[config.mk]
export PLATFORM = sky130hd
export DESIGN_NAME = ad1868_i2s_sequencer
export DESIGN_NICKNAME = d
export VERILOG_FILES = /design/src/rtl/ad1868_i2s_sequencer.sv
export SDC_FILE = /design/constraint.sdc
export NUM_CORES = 1
export LEC_CHECK = 0
export CAP_MARGIN = 0
export CORE_MARGIN = 4
export CORE_UTILIZATION = 25
export CTS_BUF_LIST = sky130_fd_sc_hd__clkbuf_8
export DETAILED_ROUTE_END_ITERATION = 7
export GPL_ROUTABILITY_DRIVEN = 0
export GPL_TIMING_DRIVEN = 0
export HOLD_SLACK_MARGIN = 0.06
export PLACE_DENSITY = 0.43
export SETUP_SLACK_MARGIN = 0.4
export SYNTH_ARGS = -nofsm -noshare
export SYNTH_HDL_FRONTEND = slang
export SYNTH_SLANG_ARGS = --single-unit
export TNS_END_PERCENT = 50
[constraint.sdc]
create_clock -name i_clk -period 3.25 [get_ports i_clk]
set_clock_uncertainty 0.05 [all_clocks]
set_input_delay 0.4875 -clock i_clk [delete_from_list [all_inputs] [get_ports i_clk]]
set_output_delay 0.4875 -clock i_clk [all_outputs]
set_load 0.02 [all_outputs]
[src/rtl/ad1868_i2s_sequencer.sv]
// AD1868 -> I2S bridge timing controller: synchronises the AD-side BCK/LL/LR pins into
// strobes, generates I2S BCK/LRCK and tracks L/R sample freshness across frame boundaries.
module ad1868_i2s_sequencer #(
  parameter int DIV_BCK     = 4,
  parameter int BITS        = 32,
  parameter int SYNC_STAGES = 2
) (
  input  logic i_clk,
  input  logic i_rst,
  input  logic i_en,
  input  logic i_ad_bck,
  input  logic i_ad_ll,
  input  logic i_ad_lr,
  output logic o_ad_shift,
  output logic o_ad_latch_l,
  output logic o_ad_latch_r,
  output logic o_i2s_latch,
  output logic o_i2s_bck,
  output logic o_i2s_lrck,
  output logic o_drop,
  output logic o_repeat,
  output logic o_locked
);

  localparam int PW = (DIV_BCK > 1) ? $clog2(DIV_BCK) : 1;
  localparam int BW = $clog2(2 * BITS);
  localparam int IW = $clog2(SYNC_STAGES + 2);
  localparam logic [PW-1:0] PRESC_TC  = PW'(DIV_BCK - 1);
  localparam logic [BW-1:0] BIT_LAST  = BW'(2 * BITS - 1);
  localparam logic [BW-1:0] LR_LO     = BW'(BITS - 1);
  localparam logic [BW-1:0] LR_HI     = BW'(2 * BITS - 2);
  localparam logic [IW-1:0] INIT_DONE = IW'(SYNC_STAGES + 1);

  // Pin bit order in the synchroniser and strobe vectors: {lr, ll, bck}
  logic [SYNC_STAGES-1:0][2:0] sync_q, sync_d;
  logic [2:0]    hist_q, hist_d;
  logic [2:0]    strobe_q, strobe_d;
  logic [IW-1:0] init_q, init_d;
  logic [PW-1:0] presc_q, presc_d;
  logic          bck_q, bck_d;
  logic [BW-1:0] bit_q, bit_d;
  logic          pend_l_q, pend_l_d;
  logic          pend_r_q, pend_r_d;
  logic [1:0]    good_q, good_d;

  logic tc, bck_fall, boundary, both_pend, consume, repeat_ev, drop_ev;

  // Edge strobes stay blanked until the synchroniser holds only post-reset pin samples
  always_comb begin
    sync_d   = {sync_q[SYNC_STAGES-2:0], {i_ad_lr, i_ad_ll, i_ad_bck}};
    hist_d   = sync_q[SYNC_STAGES-1];
    init_d   = (init_q == INIT_DONE) ? init_q : init_q + IW'(1);
    strobe_d = (init_q == INIT_DONE) ? (sync_q[SYNC_STAGES-1] & ~hist_q) : 3'b000;
  end

  always_comb begin
    tc        = (presc_q == PRESC_TC);
    bck_fall  = i_en & tc & bck_q;
    boundary  = bck_fall & (bit_q == BIT_LAST);
    both_pend = pend_l_q & pend_r_q;
    consume   = boundary & both_pend;
    repeat_ev = boundary & ~both_pend;
    drop_ev   = i_en & ~consume & ((strobe_q[1] & pend_l_q) | (strobe_q[2] & pend_r_q));

    presc_d  = '0;
    bck_d    = 1'b0;
    bit_d    = '0;
    pend_l_d = 1'b0;
    pend_r_d = 1'b0;
    good_d   = 2'd0;
    if (i_en) begin
      presc_d  = tc ? '0 : presc_q + PW'(1);
      bck_d    = bck_q ^ tc;
      bit_d    = bck_fall ? (boundary ? '0 : bit_q + BW'(1)) : bit_q;
      // A capture landing on the consuming boundary refills its flag instead of dropping
      pend_l_d = strobe_q[1] | (pend_l_q & ~consume);
      pend_r_d = strobe_q[2] | (pend_r_q & ~consume);
      if (drop_ev || repeat_ev)
        good_d = 2'd0;
      else if (consume && good_q != 2'd2)
        good_d = good_q + 2'd1;
      else
        good_d = good_q;
    end
  end

  always_ff @(posedge i_clk) begin
    if (i_rst) begin
      sync_q   <= '0;
      hist_q   <= '0;
      strobe_q <= '0;
      init_q   <= '0;
      presc_q  <= '0;
      bck_q    <= 1'b0;
      bit_q    <= '0;
      pend_l_q <= 1'b0;
      pend_r_q <= 1'b0;
      good_q   <= 2'd0;
    end else begin
      sync_q   <= sync_d;
      hist_q   <= hist_d;
      strobe_q <= strobe_d;
      init_q   <= init_d;
      presc_q  <= presc_d;
      bck_q    <= bck_d;
      bit_q    <= bit_d;
      pend_l_q <= pend_l_d;
      pend_r_q <= pend_r_d;
      good_q   <= good_d;
    end
  end

  assign o_ad_shift   = strobe_q[0];
  assign o_ad_latch_l = strobe_q[1];
  assign o_ad_latch_r = strobe_q[2];
  assign o_i2s_latch  = consume & ~i_rst;
  assign o_repeat     = repeat_ev & ~i_rst;
  assign o_drop       = drop_ev & ~i_rst;
  assign o_i2s_bck    = bck_q;
  assign o_i2s_lrck   = (bit_q >= LR_LO) && (bit_q <= LR_HI);
  assign o_locked     = (good_q == 2'd2);

endmodule

==> impl_summary.txt, run 1 <==
----------------------------------------------------
[Clocking]
  Clock tree from TritonCTS ... built
  Total clock buffers created by CTS ... 3
  Level count of the clock H-tree ... 1
  Cts-stage hold buffer count ... 0
  Clock latency on the worst-skew pair ... approximately 270 ps
  Post-CTS setup repair buffer count ... 0
  Number of buffers on the longest clock path ... 2
  Root cell of the clock tree ... sky130_fd_sc_hd__clkbuf_8
  Clock sink count ... 27
  Clock transition time at the flip-flop clock pins of the worst setup and hold paths ... 90 ps

[Final layout]
  Number of fill cells in the layout ... 450
  Fraction of layout cells with a size suffix above 1 ... under 10%
  Net count of the finished layout ... 140
  Ant. Diodes ... 0
  Leading cell type in the layout, fill and taps excluded ... sky130_fd_sc_hd__dfxtp_1
  Top library cells by usage in the layout, fill and taps aside ... sky130_fd_sc_hd__dfxtp_1 (27), sky130_fd_sc_hd__nor2_1 (14), sky130_fd_sc_hd__clkdlybuf4s50_1 (12)
  Post-route non-filler standard cell count ... roughly 180
  Area grow syn2layout ... 23.0%

[Detailed routing]
  Drt total wl ... between 2000 and 2500 um
  Initial drt markers ... 38
  Count of TritonRoute iterations in the first routing pass ... 4
  Detailed-route DRC error count ... 0
  Via count normalized by instance count ... 4.47
  Total number of vias ... between 700 and 800
  Wire length per cell ... around 12 um
  Antenna-violating nets left ... 0

[STA]
  Setup TNS after final layout ... 0 ps
  Count of final setup violators ... 0
  Shortest period the worst path allows ... about 2800 ps
  Final period utilization ... 86.9%
  Final worst-path setup slack ... 427 ps
  Hold Violations, Final ... 0
  Number of pins exceeding their max-slew limit in the final report ... 0
  Headroom to the max-slew limit ... between 60% and 70%
  Fmax ... ~350 MHz
  Least-Margin Pin Slew ... ~490 ps
  Unrepaired setup endpoints after global routing ... yes

[Die]
  I/O pin total ... 15
  Die Ht ... 74.0 um
  Area of the core ... 4120 um2
  Die Outline Area ... about 5500 um2
  Horiz. Die Dim ... roughly 74 um
  Starting density of the core ... a little over a quarter
  Standard-cell row count ... 23

[Synthesis]
  Yosys warning count ... 0
  Number of distinct standard cells referenced by the synthesized netlist ... 30
  Register bit count reported by yosys ... 27
  Average footprint of a synthesized cell ... ~9.9 um2
  Syn Std Cell Area ... 1090 um2
  Mapped Nets ... 121
  Number of cells produced by synthesis ... 110
  Sequential area share after synthesis ... around half

[Place]
  Total of buffers placed on input and output ports ... 14
  Final HPWL DP ... 1550 um
  Number of placed instances, taps included ... approximately 170
  Setup WS pre-CTS ... between 300 and 400 ps

[Pwr]
  Pwr dens ... 425 nW/um2
  Max IR drop VDD ... 0.306 mV
  Combinational fraction of design power ... between 6 and 7%
  Static leakage ... 0.522 nW
  Clock power frac ... between 30% and 40%
  Internal Pwr Total ... about 450 uW
  Reported net switching power ... roughly 120 uW
  Flop pwr share ... ~61%
  Switching part of the total ... a little over a fifth

[Min path]
  Endpoint, Worst Hold ... presc_q[0]
  Cell depth of the worst min-delay path ... 1
  Startpoint of the most critical hold path ... presc_q[0]
  Type of the worst min-delay path ... flip-flop to flip-flop

[Global routing]
  Number of global-route vias before repair ... approximately 780
  Wire length of the first global-routing pass ... between 3000 and 4000 um
  Maximum number of pins on one net before global-route repair ... 16
  Gr usage total ... about 8.6%
  Antenna violations before repair ... 0
  Remaining Overflow, GRT ... 0

[Flow run]
  Total of max-cap violations ... 0

[Worst setup path]
  Reg2Reg Depth ... 5
  Source of the worst register-to-register timing path ... bit_q[0]
  Data arrival time of the critical path ... roughly 2300 ps
  Worst reg2reg endpoint ... good_q[1]
  Kind of launch point of the worst setup path ... input pin
  Crit-path max FO ... 7
  R2r setup slk ... roughly 1700 ps
  Type of destination of the critical path ... output pin
  Critical path class ... input pin to output pin
  Required time of the critical path ... 2710 ps

[Status]
  Result of the run ... completed

----------------------------------------------------
-- worst max-delay path, stage by stage --
cell and delay (ps):
sky130_fd_sc_hd__clkdlybuf4s50_1 550, sky130_fd_sc_hd__and3_1 170, sky130_fd_sc_hd__buf_2 170, sky130_fd_sc_hd__nand3_1 120, sky130_fd_sc_hd__nor3_1 150, sky130_fd_sc_hd__clkdlybuf4s50_1 650
-- registers in the layout, summed over array words and instances, names as in the netlist --
signal	flops
pend_r_q	1
o_i2s_bck	1
strobe_q	3
bit_q	6
hist_d	3
init_q	2
good_q	2
sync_d	3
presc_q	2
hist_q	3
pend_l_q	1
-- cell families after synthesis --
kind of cell | after synthesis | share of synthesized area, %
flip-flops | 27 | 49.6
XOR/XNOR | 7 | 5.63
adder cells (fa/ha/maj) | 5 | 5.74
AND/OR/NAND/NOR | 52 | 28.0
AO/OA/AOI/OAI | 10 | 5.86
buffers and inverters | 8 | 4.25
multiplexers | 1 | 0.919
-- power by group through the flow --
stage	registers [mW]	logic (mW)	clock network, mW
floorplan	0.354	0.0217	0
global placement	0.355	0.0346	0
detailed placement	0.355	0.0359	0
CTS	0.347	0.0359	0.199
global route	0.349	0.0405	0.214
finish	0.347	0.0346	0.188
-- per-layer routing --
| layer | wire, um | up-vias | track usage, % |
|---|---|---|---|
| met5 | 0 | - | 0 |
| met4 | 11 | 0 | 2.01 |
| met3 | 133 | 2 | 4.05 |
| met2 | 990 | 15 | 14.0 |
| met1 | 926 | 365 | 10.2 |
| li1 | - | 414 | - |
-- through the flow --
stage	power, mW	instance area (um2)	hold WS, ps	utilization [%]
5_1_grt	0.603	1340	399	32.6
6_report	0.570	1340	378	32.6
3_5_place_dp	0.391	1290	370	31.4
2_1_floorplan	0.376	1090	354	-
3_3_place_gp	0.389	1290	361	31.4
4_1_cts	0.582	1340	384	32.5
-- final cells by class --
type	count	area (um2)	share of cell area (%)
multi-input cells	75	503	37.5
clock inverters	1	5.00	0.373
plain buffers	5	35.0	2.61
repair buffers	14	141	10.6
clock buffers	3	41.3	3.08
flip-flops and latches	27	541	40.3
well taps	50	62.6	4.67
inverters	3	11.3	0.840
-- worst max path at each step --
| stage | start | to | slack [ps] |
|---|---|---|---|
| after CTS | i_en | o_i2s_latch | 400 |
| after global placement | i_en | o_repeat | 350 |
| after floorplan | presc_q[0] | o_drop | 1110 |
| after global routing | i_en | o_repeat | 310 |
| after detailed placement | i_en | o_drop | 380 |
| final | i_en | o_repeat | 430 |
-- Yosys cell counts, drive strengths merged --
master,instances,area (um2)
nor4,1,21.3
and3b,3,26.3
a22o,1,8.76
nor3b,2,15.0
nand3,2,10.0
xor2,5,43.8
and3,2,12.5
nand2b,1,6.26
buf,3,27.5
and2,1,6.26
nand4,7,50.1
and4,1,10.0
a211oi,2,15.0
nor2,14,52.6
clkbuf,2,7.51
nor2b,9,56.3
nor3,4,20.0
dfxtp,27,541
nand2,5,18.8
xnor2,2,17.5
mux2i,1,10.0
o21ai,2,10.0
a22oi,1,7.51
o211ai,1,7.51
ha,5,62.6
inv,3,11.3
a21oi,3,15.0
-- timing repair --
action	in CTS	in global routing
cloned	0	0
resized for setup	1	1
setup endpoints to repair	2	2
pin swaps	0	0
Note: power is estimated with default switching activity, not from simulation.
==> run 2, diff against run 1 <==
--- a/config.mk
+++ b/config.mk
@@ -6,6 +6,7 @@
 export NUM_CORES = 1
 export LEC_CHECK = 0
 export CAP_MARGIN = 0
+export CORE_ASPECT_RATIO = 0.7
 export CORE_MARGIN = 4
 export CORE_UTILIZATION = 25
 export CTS_BUF_LIST = sky130_fd_sc_hd__clkbuf_8
@@ -15,6 +16,7 @@
 export HOLD_SLACK_MARGIN = 0.06
 export PLACE_DENSITY = 0.43
 export SETUP_SLACK_MARGIN = 0.4
+export SLEW_MARGIN = 20
 export SYNTH_ARGS = -nofsm -noshare
 export SYNTH_HDL_FRONTEND = slang
 export SYNTH_SLANG_ARGS = --single-unit
==> run 2 against run 1 <==
Compared with the run above:
- fmax fell by 1.1%
- largest cell class unchanged
- via count fell by 1.0%
- count of clock-buffer cells in the layout did not move
- non-clock buffer count did not move
- utilization rose by 0.43 points
- first-iteration DRC count rose by 5.3%
- largest power group unchanged
- global-route usage fell by 0.56 points
- critical path depth did not move
- worst setup slack got worse by 30 ps
- clock power barely moved
- combinational power rose by 5.8%
- register-to-register slack got worse by 20 ps
==> impl_summary.txt, run 2 (synthesis gave the netlist of run 1 again) <==
----------------------------------------------------
[Status]
  Result of the run ... completed (unchanged)

[STA]
  Fmax ... 351 MHz (was 354 MHz)
  Final period utilization ... 87.8% (was 86.9%)
  Number of pins exceeding their max-slew limit in the final report ... 0 (unchanged)
  Shortest period the worst path allows ... 2850 ps (was 2820 ps)
  Least-Margin Pin Slew ... 481 ps (was 485 ps)
  Setup TNS after final layout ... 0 ps (unchanged)
  Unrepaired setup endpoints after global routing ... yes (unchanged)
  Hold Violations, Final ... 0 (unchanged)
  Headroom to the max-slew limit ... 67.9% (was 67.6%)
  Count of final setup violators ... 0 (unchanged)
  Final worst-path setup slack ... 397 ps (was 427 ps)

[Place]
  Final HPWL DP ... 1510 um (was 1550 um)
  Setup WS pre-CTS ... 353 ps (was 384 ps)
  Total of buffers placed on input and output ports ... 14 (unchanged)

[Global routing]
  Wire length of the first global-routing pass ... 3470 um (was 3570 um)
  Gr usage total ... 8.01% (was 8.57%)
  Remaining Overflow, GRT ... 0 (unchanged)
  Number of global-route vias before repair ... 744 (was 782)
  Maximum number of pins on one net before global-route repair ... 15 (was 16)
  Antenna violations before repair ... 0 (unchanged)

[Detailed routing]
  Initial drt markers ... 40 (was 38)
  Wire length per cell ... 11.3 um (was 11.6 um)
  Via count normalized by instance count ... 4.38 (was 4.47)
  Total number of vias ... 788 (was 796)
  Drt total wl ... 2030 um (was 2060 um)
  Count of TritonRoute iterations in the first routing pass ... 4 (unchanged)
  Antenna-violating nets left ... 0 (unchanged)
  Detailed-route DRC error count ... 0 (unchanged)

[Worst setup path]
  Total stage count of the critical path ... 6 (unchanged)
  Type of destination of the critical path ... output pin (unchanged)
  Peak per-stage delay on the critical path ... 610 ps (was 650 ps)
  Data arrival time of the critical path ... 2320 ps (was 2290 ps)
  Critical path buffer and inverter count ... 3 (unchanged)
  Source of the worst register-to-register timing path ... bit_q[1] (was bit_q[0])
  Critical path class ... input pin to output pin (unchanged)
  Required time of the critical path ... 2710 ps (about the same)
  Reg2Reg Depth ... 5 (unchanged)
  Slowest cell on the critical path ... sky130_fd_sc_hd__clkdlybuf4s50_1 (unchanged)
  Kind of launch point of the worst setup path ... input pin (unchanged)
  Worst reg2reg endpoint ... good_q[1] (unchanged)
  Cells along the critical path ... clkdlybuf4s50_1 > and3_1 > buf_2 > nand4_1 > nor2_1 > clkdlybuf4s50_1 (was clkdlybuf4s50_1 > and3_1 > buf_2 > nand3_1 > nor3_1 > clkdlybuf4s50_1)
  Crit path to ... o_i2s_latch (was o_repeat)
  Launch point of the worst path ... i_en (unchanged)
  Crit-path max FO ... 7 (unchanged)
  R2r setup slk ... 1670 ps (was 1690 ps)
  Worst path top cell family by delay ... buffers and inverters (unchanged)
  Most frequent cell on the critical path ... sky130_fd_sc_hd__clkdlybuf4s50_1 (unchanged)

[Die]
  Area of the core ... 4070 um2 (was 4120 um2)
  I/O pin total ... 15 (unchanged)
  Starting density of the core ... 26.8% (was 26.5%)
  Die Ht ... 63.2 um (was 74.0 um)
  Horiz. Die Dim ... 86.9 um (was 74.0 um)
  Die Outline Area ... 5500 um2 (was 5480 um2)
  Standard-cell row count ... 19 (was 23)

[Pwr]
  Switching part of the total ... 21.8% (was 21.6%)
  Static leakage ... 0.523 nW (was 0.522 nW)
  Internal Pwr Total ... 446 uW (about the same)
  Reported net switching power ... 124 uW (was 123 uW)
  Combinational fraction of design power ... 6.4% (was 6.1%)
  Clock power frac ... 32.7% (was 33.0%)
  Max IR drop VDD ... 0.255 mV (was 0.306 mV)
  Pwr dens ... 425 nW/um2 (about the same)
  Flop pwr share ... 60.9% (was 61.0%)

[Clocking]
  Level count of the clock H-tree ... 1 (unchanged)
  Number of buffers on the longest clock path ... 2 (unchanged)
  Clock tree from TritonCTS ... built (unchanged)
  Clock sink count ... 27 (unchanged)
  Clock latency on the worst-skew pair ... 270 ps (about the same)
  Clock transition time at the flip-flop clock pins of the worst setup and hold paths ... 90 ps (about the same)
  Cts-stage hold buffer count ... 0 (unchanged)
  Total clock buffers created by CTS ... 3 (unchanged)
  Root cell of the clock tree ... sky130_fd_sc_hd__clkbuf_8 (unchanged)

[Final layout]
  Ant. Diodes ... 0 (unchanged)
  Number of fill cells in the layout ... 407 (was 450)
  Fraction of layout cells with a size suffix above 1 ... 7.03% (was 7.81%)
  Top library cells by usage in the layout, fill and taps aside ... sky130_fd_sc_hd__dfxtp_1 (27), sky130_fd_sc_hd__nor2_1 (14), sky130_fd_sc_hd__clkdlybuf4s50_1 (12) (unchanged)
  Leading cell type in the layout, fill and taps excluded ... sky130_fd_sc_hd__dfxtp_1 (unchanged)
  Largest register FFs ... 6 (unchanged)
  Top reg by flops ... bit_q (unchanged)
  Net count of the finished layout ... 140 (unchanged)
  Area grow syn2layout ... 23.1% (was 23.0%)

[Min path]
  Type of the worst min-delay path ... flip-flop to flip-flop (unchanged)

[Flow run]
  Total of max-cap violations ... 0 (unchanged)

----------------------------------------------------
[run 2: changes by cell type in the layout (fill, tap and decap cells not counted), sizes merged]
| cell | delta |
|---|---|
| clkinv | -1 |
| inv | +1 |
[run 2: worst min path at each step]
stage          cells after the start          to  slack [ps]        from
3_5_place_dp                       1  presc_q[0]         370  presc_q[0]
5_1_grt                            1  presc_q[0]         400  presc_q[0]
4_1_cts                            1  presc_q[0]         380  presc_q[0]
2_1_floorplan                      1  presc_q[0]         350  presc_q[0]
3_3_place_gp                       1  presc_q[0]         360  presc_q[0]
6_report                           1  presc_q[0]         380  presc_q[0]
[run 2: metrics by stage]
step / std cells / area [um2] / hold WS, ps / total power [mW] / util [%]
2_1_floorplan: 110 / 1090 / 354 / 0.376 / -
3_3_place_gp: 176 / 1290 / 364 / 0.389 / 31.9
3_5_place_dp: 176 / 1290 / 368 / 0.392 / 31.9
4_1_cts: 180 / 1340 / 382 / 0.581 / 32.9
5_1_grt: 180 / 1340 / 403 / 0.600 / 33.0
6_report: 180 / 1340 / 379 / 0.570 / 33.0
[run 2: power groups by stage]
stage / Combinational, mW / Clock, mW / Sequential, mW
after floorplan: 0.0217 / 0 / 0.354
after global placement: 0.0350 / 0 / 0.354
after detailed placement: 0.0375 / 0 / 0.355
after CTS: 0.0377 / 0.196 / 0.347
after global routing: 0.0424 / 0.209 / 0.349
final: 0.0366 / 0.186 / 0.347
[run 2: timing repair]
action / in CTS / in global routing
gates resized for setup: 1 / 1
gates cloned: 0 / 0
setup buffers: 0 / 0
endpoints found under the setup margin: 3 / 2
[run 2: cell type report]
type / instances / area (um2) / share of cell area, %
Multi-Input combinational cell: 75 / 503 / 37.5
Timing Repair Buffer: 14 / 141 / 10.5
Clock inverter: 1 / 3.75 / 0.280
Inverter: 3 / 11.3 / 0.840
Sequential cell: 27 / 541 / 40.3
Clock buffer: 3 / 41.3 / 3.08
Tap cell: 52 / 65.1 / 4.85
Buffer: 5 / 35.0 / 2.61
[run 2: layer usage]
metal  GRT usage, %  vias to the layer above  wire (um)
li1               -                      413          -
met1           10.3                      365       1060
met2           12.6                        8        891
met3           3.13                        2         68
met4           1.75                        0         18
met5              0                        -          0
[run 2: worst reg2reg max path, cell delays in order (launching register included)]
cell	delay, ps
sky130_fd_sc_hd__dfxtp_1	410
sky130_fd_sc_hd__ha_1	260
sky130_fd_sc_hd__nand4_2	180
sky130_fd_sc_hd__nor4_4	320
sky130_fd_sc_hd__nor2_1	70
sky130_fd_sc_hd__a211oi_1	210
